## src/rtl/pc_pkg.sv

```systemverilog
// pc_pkg: shared constants and types for the program-counter sequencer.
//   PC_WIDTH_DEF     - default PC / address width
//   RAS_DEPTH_DEF    - default return-address-stack depth
//   RESET_VECTOR_DEF - default PC value loaded on reset
//   pc_sel_e         - source of the next PC value
package pc_pkg;

  localparam int unsigned PC_WIDTH_DEF     = 8;
  localparam int unsigned RAS_DEPTH_DEF    = 4;
  localparam int unsigned RESET_VECTOR_DEF = 0;

  typedef enum logic [1:0] {
    SEL_SEQ    = 2'd0,
    SEL_BRANCH = 2'd1,
    SEL_JUMP   = 2'd2,
    SEL_RET    = 2'd3
  } pc_sel_e;

endpackage

```

## src/rtl/pc_ras.sv

```systemverilog
// pc_ras: return-address stack (LIFO), DEPTH entries of WIDTH bits.
//   clk   - system clock, rising edge
//   rst   - asynchronous active-low reset; empties the stack
//   push  - write wdata on top (ignored while full)
//   pop   - discard top entry (ignored while empty)
//   wdata - value to push
//   top   - current top entry (don't-care while empty)
//   empty - stack holds no entries
//   full  - stack holds DEPTH entries
module pc_ras
  import pc_pkg::*;
#(
  parameter int unsigned WIDTH = PC_WIDTH_DEF,
  parameter int unsigned DEPTH = RAS_DEPTH_DEF
) (
  input  logic             clk,
  input  logic             rst,
  input  logic             push,
  input  logic             pop,
  input  logic [WIDTH-1:0] wdata,
  output logic [WIDTH-1:0] top,
  output logic             empty,
  output logic             full
);

  localparam int unsigned IDX_W = $clog2(DEPTH);
  // One extra bit so that "DEPTH entries" is distinguishable from "0 entries".
  localparam int unsigned PTR_W = IDX_W + 1;

  logic [WIDTH-1:0] mem_r [DEPTH];
  logic [PTR_W-1:0] ptr_r;
  logic [IDX_W-1:0] top_idx_s;
  logic             do_push_s;
  logic             do_pop_s;

  assign empty     = (ptr_r == {PTR_W{1'b0}});
  assign full      = (ptr_r == PTR_W'(DEPTH));
  assign top_idx_s = ptr_r[IDX_W-1:0] - IDX_W'(1);
  assign top       = mem_r[top_idx_s];

  // Guard the pointer against overflow/underflow locally as well.
  always_comb begin
    do_push_s = 1'b0;
    do_pop_s  = 1'b0;
    if (push && !full) begin
      do_push_s = 1'b1;
    end else if (pop && !empty) begin
      do_pop_s = 1'b1;
    end else begin
      do_push_s = 1'b0;
      do_pop_s  = 1'b0;
    end
  end

  // Stack pointer and storage update.
  always_ff @(posedge clk or negedge rst) begin
    if (!rst) begin
      ptr_r <= {PTR_W{1'b0}};
      for (int i = 0; i < int'(DEPTH); i++) begin
        mem_r[i] <= {WIDTH{1'b0}};
      end
    end else if (do_push_s) begin
      mem_r[ptr_r[IDX_W-1:0]] <= wdata;
      ptr_r                   <= ptr_r + PTR_W'(1);
    end else if (do_pop_s) begin
      ptr_r <= ptr_r - PTR_W'(1);
    end else begin
      ptr_r <= ptr_r;
    end
  end

endmodule

```

## src/rtl/pc_sequencer.sv

```systemverilog
// pc_sequencer: program-counter sequencer with stall, absolute jump,
// relative branch and call/return through an internal return-address stack.
//   clk           - system clock, rising edge
//   rst           - asynchronous active-low reset
//   en            - advance enable; 0 holds every piece of state
//   jump_valid    - load jump_target (highest priority)
//   jump_target   - absolute target address
//   call          - with jump_valid, push pc_plus as return address
//   ret           - pop return address into pc
//   branch_valid  - add branch_offset to pc
//   branch_offset - two's-complement relative offset
//   pc            - registered fetch address
//   pc_plus       - pc + STEP, wrapped
//   ras_empty     - return stack holds no entries
//   ras_full      - return stack holds RAS_DEPTH entries
//   ras_err       - sticky overflow/underflow flag, cleared only by reset
module pc_sequencer
  import pc_pkg::*;
#(
  parameter int unsigned          PC_WIDTH     = PC_WIDTH_DEF,
  parameter int unsigned          STEP         = 1,
  parameter logic [PC_WIDTH-1:0]  RESET_VECTOR = PC_WIDTH'(RESET_VECTOR_DEF),
  parameter int unsigned          RAS_DEPTH    = RAS_DEPTH_DEF
) (
  input  logic                clk,
  input  logic                rst,
  input  logic                en,
  input  logic                jump_valid,
  input  logic [PC_WIDTH-1:0] jump_target,
  input  logic                call,
  input  logic                ret,
  input  logic                branch_valid,
  input  logic [PC_WIDTH-1:0] branch_offset,
  output logic [PC_WIDTH-1:0] pc,
  output logic [PC_WIDTH-1:0] pc_plus,
  output logic                ras_empty,
  output logic                ras_full,
  output logic                ras_err
);

  logic [PC_WIDTH-1:0] pc_r;
  logic                ras_err_r;
  logic [PC_WIDTH-1:0] pc_plus_s;
  logic [PC_WIDTH-1:0] branch_pc_s;
  logic [PC_WIDTH-1:0] ras_top_s;
  logic [PC_WIDTH-1:0] pc_next_s;
  logic                push_s;
  logic                pop_s;
  logic                err_set_s;
  pc_sel_e             sel_s;

  // Sums are truncated to PC_WIDTH, so wrap-around is implicit.
  assign pc_plus_s   = pc_r + PC_WIDTH'(STEP);
  assign branch_pc_s = pc_r + branch_offset;

  assign pc      = pc_r;
  assign pc_plus = pc_plus_s;
  assign ras_err = ras_err_r;

  pc_ras #(
    .WIDTH (PC_WIDTH),
    .DEPTH (RAS_DEPTH)
  ) u_ras (
    .clk   (clk),
    .rst   (rst),
    .push  (push_s),
    .pop   (pop_s),
    .wdata (pc_plus_s),
    .top   (ras_top_s),
    .empty (ras_empty),
    .full  (ras_full)
  );

  // Priority select: jump > ret > branch > sequential. Underflowing ret
  // falls back to sequential flow; overflowing call still jumps.
  always_comb begin
    sel_s     = SEL_SEQ;
    push_s    = 1'b0;
    pop_s     = 1'b0;
    err_set_s = 1'b0;
    if (en) begin
      if (jump_valid) begin
        sel_s = SEL_JUMP;
        if (call) begin
          if (ras_full) begin
            err_set_s = 1'b1;
          end else begin
            push_s = 1'b1;
          end
        end else begin
          push_s = 1'b0;
        end
      end else if (ret) begin
        if (ras_empty) begin
          sel_s     = SEL_SEQ;
          err_set_s = 1'b1;
        end else begin
          sel_s = SEL_RET;
          pop_s = 1'b1;
        end
      end else if (branch_valid) begin
        sel_s = SEL_BRANCH;
      end else begin
        sel_s = SEL_SEQ;
      end
    end else begin
      sel_s = SEL_SEQ;
    end
  end

  // Next-pc multiplexer.
  always_comb begin
    pc_next_s = pc_plus_s;
    case (sel_s)
      SEL_JUMP:   pc_next_s = jump_target;
      SEL_RET:    pc_next_s = ras_top_s;
      SEL_BRANCH: pc_next_s = branch_pc_s;
      SEL_SEQ:    pc_next_s = pc_plus_s;
      default:    pc_next_s = pc_plus_s;
    endcase
  end

  // PC register and sticky error flag; both hold while stalled.
  always_ff @(posedge clk or negedge rst) begin
    if (!rst) begin
      pc_r      <= RESET_VECTOR;
      ras_err_r <= 1'b0;
    end else if (en) begin
      pc_r      <= pc_next_s;
      ras_err_r <= ras_err_r | err_set_s;
    end else begin
      pc_r      <= pc_r;
      ras_err_r <= ras_err_r;
    end
  end

endmodule

```

## config.mk

```make
export PLATFORM = sky130hd
export DESIGN_NAME = pc_sequencer
export DESIGN_NICKNAME = d
export VERILOG_FILES = /design/src/rtl/pc_pkg.sv /design/src/rtl/pc_ras.sv /design/src/rtl/pc_sequencer.sv
export SDC_FILE = /design/constraint.sdc
export NUM_CORES = 1
export LEC_CHECK = 0
export CAP_MARGIN = 40
export CORE_AREA = 2 2 99 101
export CTS_BUF_LIST = sky130_fd_sc_hd__clkbuf_16
export DETAILED_ROUTE_END_ITERATION = 6
export DIE_AREA = 0 0 101 103
export GPL_TIMING_DRIVEN = 0
export SYNTH_ARGS = -nofsm -noshare
export SYNTH_HDL_FRONTEND = slang
export SYNTH_HIERARCHICAL = 1
export SYNTH_SLANG_ARGS = --single-unit
export TNS_END_PERCENT = 1
```

## constraint.sdc

```tcl
create_clock -name clk -period 7.6 [get_ports clk]
set_input_delay 1.52 -clock clk [delete_from_list [all_inputs] [get_ports clk]]
set_output_delay 1.52 -clock clk [all_outputs]
set_load 0.03 [all_outputs]
```

# [Yosys cells after proc, flatten, opt, wreduce, memory -nomap -nowiden]
# Index checks and enable logic that the tools add are counted.
[word_totals] wordCells=61 ff_bits=44 output_inout_bits=19 inputBits=23
[op_classes] n_eq_ne=4 addsub=5 magnitude_cmp=3 bitwise_logic=3 reduce_logical=8 mux=31
[ops] cell="$bwmux 32" count=1
[ops] cell="$pmux 8 s4" count=1
[ops] cell="$mux 8" count=3
[ops] cell="$mux 1" count=18
[ops] cell="$bmux 8 s2" count=1
[ops] cell="$demux 8 s2" count=1
[ops] cell="$add 8x1->8 const B" count=1
[ops] cell="$add 8x8->8" count=1
[ops] cell="$mux 2" count=4
[ops] cell="$ge 3x3->1 const B" count=2
[ops] cell="$mux 3" count=2
[ops] cell="$not 2->3" count=2
[ops] cell="$eq 2x2->1 const B" count=2
[ops] cell="$add 3x1->3 const B" count=1
[ops] cell="$eq 3x3->1 const B" count=1
[ops] cell="$logic_and 1x1->1" count=3
[ops] cell="$logic_not 3->1" count=1
[ops] cell="$lt 3x1->1 const B" count=1
[ops] cell="$sub 3x1->3 const B" count=1
[ops] cell="$eq 2x1->1 const B" count=1
[ops] cell="$logic_not 1->1" count=2
[ops] cell="$logic_not 2->1" count=1
[ops] cell="$reduce_bool 2->1" count=1
[ops] cell="$sub 2x1->2 const B" count=1
[ops] cell="$or 1x1->1" count=1

# [Logic depth before layout (Yosys ltp)]
# Gate-level depths: netlist of run 1.
[depth] depth_word=10 mapped_depth=11 mapped_depth_nobuf=10

# [Cells and area by module]
# Netlist of run 1, hierarchy kept.
[modules_own_cells] module="pc_ras" cells_each=103 seq_area_each_um2=875.8 instances=1 area_per_inst_um2=1652.8
[modules_own_cells] module="pc_sequencer" cells_each=113 seq_area_each_um2=225.2 instances=1 area_per_inst_um2=977.2

# [Worst setup path after synthesis of run 1]
# Ideal clock, no wire load.
[synth_timing] path_type="in2reg" from="input en" to="register u_ras.ptr_r[2]" t_required_ps=7462 setup_time_ps=138 setup_slack_ps=3928 path_buffers=1 path_stages=9 arrival_ps=3535 path_cell_list="clkbuf_1 > nand2_1 > nor3b_1 > a21boi_4 > inv_1 > fa_1 > or2_2 > a21oi_1 > a221oi_1"
[synth_via] elab_cells_between_ends=9 classes_between="6 x mux; 3 x reduce/logical"
[synth_lines] element="start: declaration" line_no="pc_sequencer.sv:27" text="input logic en,"
[synth_lines] element="$mux 1 (*)" line_no="pc_sequencer.sv:81" text="if (en) begin"
[synth_lines] element="named net push_s" line_no="pc_sequencer.sv:47" text="logic push_s;"
[synth_lines] element="$logic_and 1x1->1 (*)" line_no="pc_ras.sv:45" text="if (push && !full) begin"
[synth_lines] element="$mux 1" line_no="pc_ras.sv:45"
[synth_lines] element="$mux 3 / $reduce_bool 2->1 (equally long branches)"
[synth_lines] element="end signal: assignment" line_no="pc_ras.sv:64" text="ptr_r <= ptr_r + PTR_W'(1);"
[synth_lines] element="end signal: assignment" line_no="pc_ras.sv:66" text="ptr_r <= ptr_r - PTR_W'(1);"
[synth_lines] element="end signal: assignment" line_no="pc_ras.sv:68" text="ptr_r <= ptr_r;"
[synth_lines] element="end: declaration" line_no="pc_ras.sv:31" text="logic [PTR_W-1:0] ptr_r;"
# Mark *: on every way through the listed nets, which the timed path passes. The rest lies on a longest branch.
# A chain may end at the register's enable or synchronous reset.

# [Worst setup path in the final report of run 1]
# Ends and elaborated chain as after synthesis.

==> results.py, run 1 <==
metrics = {
    "cts": {
        "cts_resized": 0,
        "cts.sinks": 44,
        "postCtsSetupRepairBufs": 0,
        "clkLatencyLatePin_ps": 280,
        "clock_path_buffers": 2,
        "cts_tree": "done",
        "holdBufCountCts": 0,
        "cts_root_buf": "clkbuf_16",
        "cts_buffers": 5,
        "cts_max_level": 2,
        "clk_pin_slew_worst_paths_ps": 60,
    },
    "synth": {
        "ys_types": 48,
        "synth.top_cells.by_count": "dfrtp_1, mux2_2, ha_1, xnor2_1, nand2_1",
        "yosys_warnings": 6,
        "yosysMostFrequentCell": "dfrtp_1",
        "syn-num-nets": 253,
        "synth_edf_count": 0,
        "syn_inst": 216,
        "synth_top_area_share_pct": 41.9,
        "yosysTopAreaCell": "dfrtp_1",
        "ys_seq_area_share_pct": 41.9,
        "synthesis.area_mm2": 0.00263,
        "synthTopCellsByArea": "dfrtp_1, mux2_2, mux4_2, ha_1, xnor2_1",
        "ys_ff_latch": 44,
        "avgSynthCellArea_um2": 12.2,
        "ys.flop_type": "dfrtp_1",
        "async_flop_share_pct": 100,
    },
    "place": {
        "dp_cells": 371,
        "dpl.hpwl_mm": 4.69,
        "port_buffers": 40,
        "routabilityCongestion": 0.816,
    },
    "pwr": {
        "p_sw_share_pct": 36.3,
        "peakVddDrop_mv": 0.107,
        "p_int_uw": 780,
        "p_total_mw": 1.23,
        "pwr-share-clk_pct": 19.7,
        "switchingPower_uw": 445,
        "p_leak_nw": 1.45,
        "p_per_area_mw_per_mm2": 365,
        "pwr-share-comb_pct": 47.1,
        "seq_power_share_pct": 33.2,
    },
    "timing": {
        "rsz0062_at_grt": "no",
        "slew_headroom_pct": 55.2,
        "hold_viol": 0,
        "fin_crit_sh_pct": 59.5,
        "maxSlewViolCount": 0,
        "tightest_slew_ps": 668,
        "tns_ps": 0,
        "period_minus_slack_ps": 4520,
        "fmax_mhz": 221,
        "finalClockSkew_ps": 3.49,
        "finalSetupViolCount": 0,
    },
    "finish": {
        "nets": 301,
        "drive_gt1_share_pct": 24.2,
        "n_antenna_cell": 0,
        "finalNonFillerCells": 379,
        "syn_to_final_growth_pct": 27.7,
        "fin_util_pct": 35.5,
    },
    "global_route": {
        "antenna_found_initial": 0,
        "grt_overflow": 0,
        "grt_pass1_wl_mm": 9.98,
        "grt_max_degree": 25,
        "track_usage_pct": 12.4,
        "grt_pass1_vias": 1941,
    },
    "routing": {
        "drt_iter0_markers": 95,
        "drc": 0,
        "antenna_left": 0,
        "dr.pass1.iters": 4,
        "via_per_inst": 5.00,
        "wl_per_cell_um": 16.5,
        "routed_wl_mm": 6.27,
        "num_vias": 1896,
    },
    "min_path": {
        "min_from": "ras_err$_DFFE_PN0P_",
        "hp-class": "flop to flop",
    },
    "floorplanning": {
        "floorplan.initialDensity_pct": 27.8,
        "die_x_um": 101,
        "io_pins": 42,
        "core_area_mm2": 0.00946,
        "fp.dieH_um": 103,
        "die-area_mm2": 0.0104,
        "rows": 36,
    },
    "worst_setup_path": {
        "start_kind": "primary input",
        "cp.required_ps": 7780,
        "critPathLaunch": "en",
        "rr_startpoint": "u_ras/ptr_r[0]$_DFFE_PN0P_",
        "cp.arrival_ps": 4700,
        "endpoint_kind": "flop",
        "critPathMaxFanout": 10,
        "critPathKind": "primary input to flop",
    },
    "flow_run": {
        "maxCapViolCount": 0,
    },
    "status": {
        "run_status": "completed",
    },
}
[critical path, cell delays in order]
cell and delay, ps:
clkdlybuf4s50_1 630, clkbuf_1 410, nand2_1 230, nor3b_1 470, a21boi_4 400, inv_1 90
fa_1 420, nor2b_1 200, xnor2_1 90, a221oi_1 240
[registers in the layout (all words and copies together) (netlist names)]
name	flops
u_ras/mem_r	32
pc	8
u_ras/ptr_r	3
ras_err	1
[logic make-up (layout without fill, tap and decap cells)]
logic type / count (synthesis) / after routing / share of synthesized area [%]
fa+ha+maj: 14 / 14 / 7.23
xor+xnor: 15 / 15 / 5.00
simple gates: 40 / 40 / 9.37
mux: 41 / 41 / 21.0
flops: 44 / 44 / 41.9
compound gates: 49 / 49 / 13.4
buf+inv: 13 / 62 / 2.19
[placed cells by master (no fill, tap or decap), types with 6 or more instances in the layout]
cell type | netlist | layout
mux2_2 | 33 | 33
inv_1 | 8 | 9
ha_1 | 12 | 12
mux4_2 | 8 | 8
nand2_1 | 11 | 11
dfrtp_1 | 44 | 44
a221oi_1 | 7 | 7
xnor2_1 | 12 | 12
o22ai_1 | 6 | 6
a21oi_1 | 10 | 10
clkdlybuf4s50_1 | 0 | 39
o21ai_0 | 6 | 6
[power by group through the flow]
stage               registers, mW  logic (mW)  clock network (mW)
floorplan                   0.414       0.395                   0
global placement            0.404       0.568                   0
detailed placement          0.410       0.580                   0
CTS                         0.407       0.583               0.246
global route                0.421       0.627               0.257
finish                      0.408       0.577               0.241
[cell type report]
cell class	count	area (um2)
Buffer	5	27.5
Clock buffer	5	125
Clock inverter	3	38.8
Fill cell	931	6100
Inverter	8	30.0
Multi-Input combinational cell	159	1470
Sequential cell	44	1100
Tap cell	114	143
Timing Repair Buffer	41	423
[through the flow]
step                      hold WS, ps  setup WS, ps  cell area, um2
after floorplan                   474          3930            2630
after global placement            454          2820            3170
after detailed placement          455          2780            3200
after CTS                         472          3050            3360
after global routing              512          2790            3360
final                             469          3080            3360
[layer usage]
metal  up-vias  global-route usage, %  share of wire [%]
met5         -                      0                  0
met4         0                   3.53                1.4
met3         6                   2.85                4.3
met2        39                   21.0                 49
met1       946                   16.0                 45
li1        905                      -                  -
[path summary, 6_finish.rpt]
kind                                          endpoint  slack (ps)  cells after the start
setup / recovery            u_ras/ptr_r[2]$_DFFE_PN0P_        3080                     10
hold / removal                     ras_err$_DFFE_PN0P_         470                      1
setup reg to reg            u_ras/ptr_r[2]$_DFFE_PN0P_        4260                     11
hold reg to reg                    ras_err$_DFFE_PN0P_         470                      1
max in group asynchronous          ras_err$_DFFE_PN0P_        5850                      2
min in group asynchronous  u_ras/mem_r[28]$_DFFE_PN0P_        1240                      1
(Power assumes the default switching activity.)
==> run 2, diff against run 1 <==
==> constraint.sdc (replaced) <==
create_clock -name clk -period 3.66 [get_ports clk]
set_input_delay 0.732 -clock clk [delete_from_list [all_inputs] [get_ports clk]]
set_output_delay 0.732 -clock clk [all_outputs]
set_load 0.03 [all_outputs]
==> results.py, run 2 (synthesis results as in run 1) <==
metrics = {
    "cts": {
        "cts.sinks": 44,
        "clkLatencyLatePin_ps": 280,
        "clk_pin_slew_worst_paths_ps": 60,
        "cts_max_level": 2,
        "postCtsSetupRepairBufs": 0,
        "clock_path_buffers": 2,
        "cts_buffers": 5,
        "cts_root_buf": "clkbuf_16",
        "cts_tree": "done",
    },
    "place": {
        "dpl.hpwl_mm": 4.69,
        "port_buffers": 40,
        "routabilityCongestion": 0.816,
        "post-place-ws_ps": -376,
        "placed_cell_area_mm2": 0.00320,
    },
    "finish": {
        "largest_register": "u_ras/mem_r",
        "final_area_mm2": 0.00337,
        "nets": 301,
        "largest_reg_flops": 32,
        "drive_gt1_share_pct": 24.9,
        "syn_to_final_growth_pct": 28.0,
        "layout_common_cells": "dfrtp_1, clkdlybuf4s50_1, mux2_2",
        "final_common_cell": "dfrtp_1",
        "n_antenna_cell": 0,
    },
    "status": {
        "run_status": "completed",
    },
    "floorplanning": {
        "rows": 36,
        "io_pins": 42,
        "die_x_um": 101,
        "fp.dieH_um": 103,
        "die-area_mm2": 0.0104,
        "floorplan.initialDensity_pct": 27.8,
        "core_area_mm2": 0.00946,
    },
    "routing": {
        "wl_per_cell_um": 16.5,
        "drt_iter0_markers": 69,
        "num_vias": 1887,
        "antenna_left": 0,
        "drc": 0,
        "via_per_inst": 4.98,
        "routed_wl_mm": 6.27,
        "dr.pass1.iters": 4,
    },
    "timing": {
        "fmax_mhz": 293,
        "period_minus_slack_ps": 3410,
        "rsz0062_at_grt": "no",
        "hold_slack_ps": 455,
        "maxSlewViolCount": 0,
        "slew_headroom_pct": 55.1,
        "hold_viol": 0,
        "finalSetupViolCount": 0,
        "tightest_slew_ps": 668,
        "layout_setup_ws_ps": 246,
        "finalClockSkew_ps": 3.70,
        "fin_crit_sh_pct": 93.3,
    },
    "global_route": {
        "track_usage_pct": 12.4,
        "grt_pass1_wl_mm": 9.98,
        "grt_max_degree": 25,
        "antenna_found_initial": 0,
        "grt_pass1_vias": 1931,
        "grt_overflow": 0,
    },
    "worst_setup_path": {
        "cp.arrival_ps": 3590,
        "critPathKind": "primary input to flop",
        "r2r_cells": 11,
        "critPathTopFamily": "buffers and inverters",
        "endpoint_kind": "flop",
        "cp_slowest_cell": "clkdlybuf4s50_1",
        "start_kind": "primary input",
        "critPathMaxFanout": 10,
        "rrSetupSlack_ps": 470,
        "cp.required_ps": 3840,
        "cp.depth": 10,
        "timing.rr.end": "u_ras/ptr_r[2]$_DFFE_PN0P_",
        "max_stage_delay_ps": 630,
        "worst-path-buf-inv": 3,
        "cp_cell_sequence": "clkdlybuf4s50_1 > clkbuf_2 > nand2_1 > nor3b_2 > a21boi_4 > inv_1 > fa_1 > nor2b_1 > xnor2_1 > a221oi_1",
        "rr_startpoint": "u_ras/ptr_r[0]$_DFFE_PN0P_",
    },
    "pwr": {
        "p_leak_nw": 1.45,
        "p_int_mw": 1.62,
        "seq_power_share_pct": 33.2,
        "p_per_area_mw_per_mm2": 756,
        "switchingPower_uw": 924,
        "peakVddDrop_mv": 0.222,
        "pwr-share-comb_pct": 47.1,
        "p_sw_share_pct": 36.3,
        "pwr-share-clk_pct": 19.7,
    },
    "flow_run": {
        "maxCapViolCount": 0,
    },
    "min_path": {
        "hp-class": "primary input to asynchronous set/reset pin",
    },
}
[run 2: cell types whose count changed in the layout (fill, tap and decap cells not counted)]
| cell | delta |
|---|---|
| nor3b_1 | -1 |
| clkbuf_1 | -1 |
| nor3b_2 | +1 |
| clkbuf_2 | +1 |
[run 2: how the worst max path moves through the flow]
| stage | slack, ps | startpoint | to |
|---|---|---|---|
| 2_1_floorplan | 530 | u_ras/ptr_r[0]$_DFFE_PN0P_ | u_ras/ptr_r[2]$_DFFE_PN0P_ |
| 3_3_place_gp | -330 | en | u_ras/ptr_r[2]$_DFFE_PN0P_ |
| 3_5_place_dp | -380 | en | u_ras/ptr_r[2]$_DFFE_PN0P_ |
| 4_1_cts | 50 | en | u_ras/ptr_r[2]$_DFFE_PN0P_ |
| 5_1_grt | 50 | en | u_ras/ptr_r[2]$_DFFE_PN0P_ |
| 6_report | 250 | en | u_ras/ptr_r[2]$_DFFE_PN0P_ |
[run 2: per-stage QoR]
step / power [mW] / cells / setup TNS, ps / util (%)
CTS: 2.57 / 379 / 0 / 35.6
global placement: 2.02 / 370 / -423 / 33.5
floorplan: 1.68 / 216 / 0 / -
global route: 2.71 / 379 / 0 / 35.6
finish: 2.55 / 379 / 0 / 35.6
detailed placement: 2.06 / 371 / -535 / 33.8
[run 2: worst register-to-register path: stages (launching register included)]
cell	delay, ps
dfrtp_1	410
buf_2	350
inv_1	110
ha_1	290
and2_1	220
nor3b_2	280
a21boi_4	370
inv_1	90
fa_1	420
nor2b_1	210
xnor2_1	90
a221oi_1	240
[run 2: final cells by class]
cell class / count / area (um2)
clock inverter: 3 / 38.8
sequential: 44 / 1100
buffer: 5 / 28.8
timing repair buffer: 41 / 423
clock buffer: 5 / 125
inverter: 8 / 30.0
tap: 114 / 143
multi-input combinational: 159 / 1480
fill: 930 / 6090
[run 2: metal layers]
metal  global-route usage, %  wire, um
met5                       0         0
met4                    3.53        86
met3                    2.85       274
met2                    20.9      3060
met1                    16.0      2850
[run 2: repair_timing]
action                                  CTS  global route
endpoints found under the setup margin    1             1
hold buffers                              0             0
gates resized for setup                   1             2
[run 2: power by group through the flow]
stage	registers, mW	logic, mW	clock network, mW
2_1_floorplan	0.859	0.820	0
3_3_place_gp	0.840	1.18	0
3_5_place_dp	0.852	1.20	0
4_1_cts	0.844	1.21	0.511
5_1_grt	0.874	1.30	0.533
6_report	0.846	1.20	0.501
